===== config.mk =====
export PLATFORM = sky130hd
export DESIGN_NAME = pc_unit
export DESIGN_NICKNAME = d
export VERILOG_FILES = /design/src/rtl/pc_unit.sv
export SDC_FILE = /design/constraint.sdc
export NUM_CORES = 1
export LEC_CHECK = 0
export BUFFER_PORTS_ARGS = -buffer_cell sky130_fd_sc_hd__buf_2
export CAP_MARGIN = 40
export CORE_MARGIN = 4
export CORE_UTILIZATION = 40
export CTS_BUF_LIST = sky130_fd_sc_hd__clkbuf_4 sky130_fd_sc_hd__clkbuf_8
export CTS_CLUSTER_SIZE = 25
export DETAILED_ROUTE_END_ITERATION = 16
export HOLD_SLACK_MARGIN = 0.12
export SETUP_SLACK_MARGIN = 0.2
export SYNTH_ARGS = -nofsm -noshare
export SYNTH_HDL_FRONTEND = slang
export SYNTH_SLANG_ARGS = --single-unit

===== constraint.sdc =====
create_clock -name CLK -period 6.44 [get_ports CLK]
set_input_delay 0.966 -clock CLK [delete_from_list [all_inputs] [get_ports CLK]]
set_output_delay 0.966 -clock CLK [all_outputs]
set_load 0.05 [all_outputs]

===== src/rtl/pc_unit.sv =====
// pc_unit -- program counter with branch/jump redirect and stall handling.
//
// A taken branch or jump that arrives while memory is stalled is parked in a
// pending register (HOLD state) and applied on the first unstalled edge.
// Control inputs are ignored in HOLD.
//
// Ports:
//   CLK        in   clock, rising edge
//   RESET      in   synchronous reset, active low
//   BUSYWAIT   in   memory stall, 1 holds the PC
//   JUMP       in   unconditional jump request
//   BRANCH     in   [1:0] 00 none, 01 beq, 10 bne, 11 reserved (none)
//   ZERO       in   ALU zero flag
//   OFFSET     in   [OFFSET_W-1:0] signed word offset
//   PC         out  [ADDR_W-1:0] registered program counter
//   PC_PLUS4   out  [ADDR_W-1:0] PC + 4, combinational, wraps
//   REDIRECT   out  one-cycle pulse: PC was loaded from a target last edge
//   TAKEN_CNT  out  [CNT_W-1:0] redirect count, saturating
//   STALL_CNT  out  [CNT_W-1:0] stalled-edge count, saturating
//
// Build option: define PC_PERF_CNT_EN to add TAKEN_CNT / STALL_CNT and
// their counters. Without it those ports do not exist.
module pc_unit #(
   parameter int unsigned          ADDR_W    = 32,
   parameter int unsigned          OFFSET_W  = 8,
   parameter logic [ADDR_W-1:0]    RESET_VEC = '0,
   parameter int unsigned          CNT_W     = 16
) (
   input  logic                CLK,
   input  logic                RESET,
   input  logic                BUSYWAIT,
   input  logic                JUMP,
   input  logic [1:0]          BRANCH,
   input  logic                ZERO,
   input  logic [OFFSET_W-1:0] OFFSET,
   output logic [ADDR_W-1:0]   PC,
   output logic [ADDR_W-1:0]   PC_PLUS4,
   output logic                REDIRECT
`ifdef PC_PERF_CNT_EN
   ,
   output logic [CNT_W-1:0]    TAKEN_CNT,
   output logic [CNT_W-1:0]    STALL_CNT
`endif
);

   typedef enum logic {RUN, HOLD} state_t;

   state_t              state, state_nxt;
   logic [ADDR_W-1:0]   pend, pend_nxt;
   logic [ADDR_W-1:0]   pc_nxt;
   logic                redir_nxt;
   logic                taken;
   logic [ADDR_W-1:0]   off_ext;
   logic [ADDR_W-1:0]   target;

   assign PC_PLUS4 = PC + ADDR_W'(4);

   // JUMP dominates; BRANCH==11 falls through as "no branch".
   assign taken = JUMP
                | ((BRANCH == 2'b01) &  ZERO)
                | ((BRANCH == 2'b10) & ~ZERO);

   // Sign-extend the word offset, then scale to bytes; sum wraps naturally.
   assign off_ext = ADDR_W'($signed(OFFSET));
   assign target  = PC_PLUS4 + (off_ext << 2);

   always_ff @(posedge CLK) begin
      if (!RESET) begin
         state    <= RUN;
         PC       <= RESET_VEC;
         pend     <= '0;
         REDIRECT <= 1'b0;
      end else begin
         state    <= state_nxt;
         PC       <= pc_nxt;
         pend     <= pend_nxt;
         REDIRECT <= redir_nxt;
      end
   end

   always_comb begin
      state_nxt = state;
      pc_nxt    = PC;
      pend_nxt  = pend;
      redir_nxt = 1'b0;
      case (state)
         RUN: begin
            if (!BUSYWAIT) begin
               pc_nxt    = taken ? target : PC_PLUS4;
               redir_nxt = taken;
            end else if (taken) begin
               // Decision made now, applied once the stall clears.
               pend_nxt  = target;
               state_nxt = HOLD;
            end
         end
         HOLD: begin
            if (!BUSYWAIT) begin
               pc_nxt    = pend;
               redir_nxt = 1'b1;
               state_nxt = RUN;
            end
         end
         default: state_nxt = RUN;
      endcase
   end

`ifdef PC_PERF_CNT_EN
   always_ff @(posedge CLK) begin
      if (!RESET) begin
         TAKEN_CNT <= '0;
         STALL_CNT <= '0;
      end else begin
         if (redir_nxt && (TAKEN_CNT != '1))
            TAKEN_CNT <= TAKEN_CNT + CNT_W'(1);
         if (BUSYWAIT && (STALL_CNT != '1))
            STALL_CNT <= STALL_CNT + CNT_W'(1);
      end
   end
`endif

endmodule


==> Implementation_results.wiki <==
{| class="wikitable"
! Metric !! Value
|-
| Worst Setup Path Type || flip-flop to flip-flop
|-
| Biggest fanout along the worst timing path || 11
|-
| Standard-cell rows || 40
|-
| Placer Congestion || 0.9088
|-
| Via count of the first global-routing pass || 5004
|-
| Setup repair after global routing missed its margin || no
|-
| Buffer type at the clock tree root || clkbuf_8
|-
| Most common flop cell mapped by yosys || dfxtp_1
|-
| Effective utilization at floorplan || 40.84%
|-
| Drt via density || between 6 and 7
|-
| Total wire length after detailed routing || between 15000 and 20000 um
|-
| Hold Crit Class || flip-flop to flip-flop
|-
| Die X-Extent || between 100 and 150 um
|-
| Count of final max-slew check failures || 0
|-
| Clock latency at the later pin of the worst-skew pair || between 0.3 and 0.4 ns
|-
| Summed area of non-filler cells in the final layout || around 5600 um2
|-
| FF-to-FF path depth || 14
|-
| MaxCap Viol Count || 0
|-
| Post-route DRC violation count || 0
|-
| Result of the run || finished clean
|-
| Worst hold margin || approximately 0.45 ns
|-
| Count of fill cells added during filler insertion || between 1000 and 1500
|-
| Number of top-level pins || 80
|-
| Total clock buffers created by CTS || 9
|-
| EDFF count, synth || 0
|-
| Worst path required time || approximately 6.7 ns
|-
| VDD IR-drop max || 0.09919 mV
|-
| Type of destination of the critical path || flip-flop
|-
| Async S/R FF share, synth || 0%
|-
| Fin crit period || roughly 4.4 ns
|-
| Number of hold buffers added after CTS || 0
|-
| Critical Path Most Common Cell || nand2_1
|-
| Layout Skew || 0.01468 ns
|-
| Highest-delay cell along the critical path || xnor2_1
|-
| Routed length per instance || 19.63 um
|-
| Switching portion of total power || between 40% and 50%
|-
| Synth warnings || 0
|-
| Total standard cell area after synthesis || just under 5000 um2
|-
| Most common cell after layout, fill and taps aside || nand2_1
|-
| Logic depth of the worst path, buffers included || 14
|-
| Post-place instance area || 5428 um2
|-
| Layout Area Growth over Synthesis || 14.46%
|-
| Place WS || about 2.1 ns
|-
| FF+latch count, synth || between 60 and 70
|-
| Delay of the slowest cell on the worst path || roughly 0.54 ns
|-
| Element type at the critical path start || flip-flop
|-
| Remaining global-route overflow || 0
|-
| Highest clock frequency the design can meet || 0.2259 GHz
|-
| Count of input and output buffers || 79
|-
| Final setup violating endpoints || 0
|-
| Synthesized net count || 698
|-
| Remaining antenna violation count after routing || 0
|-
| PnR worst setup slack || 2.013 ns
|-
| H-tree depth || 3
|-
| Worst-margin pin slew || around 0.83 ns
|-
| Pin count of the biggest net entering global routing || 32
|-
| Combined flip-flop and latch cell area || approximately 1300 um2
|-
| Initial drt markers || approximately 430
|-
| Worst-path cell chain || nand2_1, or4_1, nor3_1, nand3_1, xnor2_1, ha_1, nand2_1, o21ai_0, a221oi_1, nand2_1, o21a_1, nor3_1, xnor2_1, o21ai_1
|-
| Cell-internal power || ~830 uW
|-
| Final total power || ~1600 uW
|-
| Number of buffers and inverters on the critical path || 0
|-
| Clock edge transition at the registers on the reported setup and hold paths || roughly 0.08 ns
|-
| Slew headroom || ~44%
|-
| Highest-count cells in the layout ignoring fill and taps || 108 x nand2_1, 79 x buf_2, 68 x a21oi_1
|-
| Number of clock sinks seen by CTS || 66
|-
| Post-synthesis cell type count || between 50 and 60
|-
| Total routing resource utilization after global routing || between 20% and 30%
|-
| Sum of negative setup slack || 0 ns
|-
| Post-CTS setup repair buffer count || 0
|-
| Post-synthesis sequential area ratio || 26.93%
|-
| Portion of synthesized cell area occupied by the leading cell type || between 20% and 30%
|-
| Total power per unit cell area || roughly 280 nW/um2
|-
| Proportion of layout cells with a drive suffix above 1 || roughly 15%
|-
| CTS-repair resized insts || 0
|-
| Instance count along the most critical hold path || 2
|-
| CTS tree || done
|-
| Seq pwr share || between 30 and 40%
|-
| Total via count in the routed design || roughly 5200
|-
| Multi-input gate area || between 3000 and 4000 um2
|-
| Die area || around 14000 um2
|-
| Gate family responsible for the most delay along the worst path || simple AND/OR/NAND/NOR gates
|-
| Combinational share of power || between 40% and 50%
|-
| Post-detailed-placement half-perimeter wirelength || approximately 13000 um
|-
| Wire length of the first global-routing pass || around 27000 um
|-
| Total core area || ~12000 um2
|-
| Power share of the clock group || 21.9%
|-
| Net total in the final layout || ~770
|-
| Longest Clk Path Bufs || 2
|-
| ANT cells || 0
|-
| Leakage Power || around 0.0025 uW
|-
| Initial antenna violation count || 0
|-
| Worst Path Arrival || 4.68 ns
|-
| Net switching component of the power || ~760 uW
|-
| Die Ht || 118.7 um
|-
| Area contributors post-synth || dfxtp_1 27%, ha_1 9.4%, nand2_1 8.3%
|-
| Final critical-path share of the clock period || between 60% and 70%
|-
| First-pass detailed-route iteration total || 5
|-
| Synthesized instance count || ~650
|-
| Syn avg cell area || ~7.6 um2
|-
| Synth area leader || dfxtp_1
|-
| Hold violation total from the final report || 0
|}
==> state kept, by name (all words and copies together), names as in the netlist <==
register / cells
REDIRECT: 1
state: 1
pend: 32
PC: 32
==> tightest hold or removal path: cells and delay by family (launching register included) <==
| kind | cells | cell delay, ns |
|---|---|---|
| compound gates | 1 | 0.05 |
| flops | 1 | 0.31 |
| simple gates | 1 | 0.05 |
==> synthesized netlist by cell type (6+ instances only) <==
cell type and n:
mux2i_1 8, a21oi_1 68, ha_1 37, clkbuf_1 22
nand3_1 32, o21ai_0 35, and3_1 8, a22oi_1 9
nand2_1 108, a21o_1 11, xnor2_1 39, inv_1 16
nand4_1 11, a31oi_1 9, dfxtp_1 66, nor2_1 46
a222oi_1 13, o21a_1 6, o21bai_1 6, nand2b_1 6
xor2_1 15, o211ai_1 6, nor3_1 6
==> power by group through the flow <==
stage	Sequential, uW	Clock, uW	Combinational (uW)
floorplan	598	0	466
global placement	524	0	720
detailed placement	525	0	722
CTS	516	357	725
global route	523	375	792
finish	517	349	730
==> per-stage QoR <==
stage	utilization, %	std cells
final	46.75	865
after global routing	46.75	865
after CTS	46.75	865
after detailed placement	45.19	849
after global placement	44.97	847
after floorplan	-	645
==> layer usage <==
metal	GRT usage [%]	vias to the layer above	wire, um
met4	11.37	0	593
li1	-	2492	-
met3	4.641	47	1351
met1	32.04	2443	7294
met5	0	-	0
met2	38.33	246	7741
==> cell families after synthesis <==
logic type,count (synthesis),share of synthesized area (%)
flops,66,26.93
simple gates,238,22.24
buf+inv,46,3.902
xor+xnor,55,10.10
fa+ha+maj,38,9.844
mux,8,1.632
compound gates,194,25.35
==> cell type report <==
| cell class | instances | share of cell area, % |
|---|---|---|
| Multi-Input combinational cell | 533 | 60.47 |
| Sequential cell | 66 | 23.53 |
| Timing Repair Buffer | 87 | 8.311 |
| Tap cell | 147 | 3.275 |
| Clock buffer | 10 | 2.451 |
| Inverter | 16 | 1.070 |
| Clock inverter | 6 | 0.8913 |
==> path summary, 6_finish.rpt <==
| kind | to | start | slack, ns |
|---|---|---|---|
| hold / removal | pend[12] | pend[12] | 0.45 |
| setup reg to reg | PC[31] | PC[2] | 2.01 |
| hold reg to reg | pend[12] | pend[12] | 0.45 |
| setup / recovery | PC[31] | PC[2] | 2.01 |
No activity file was read; power rests on OpenSTA's default activity.
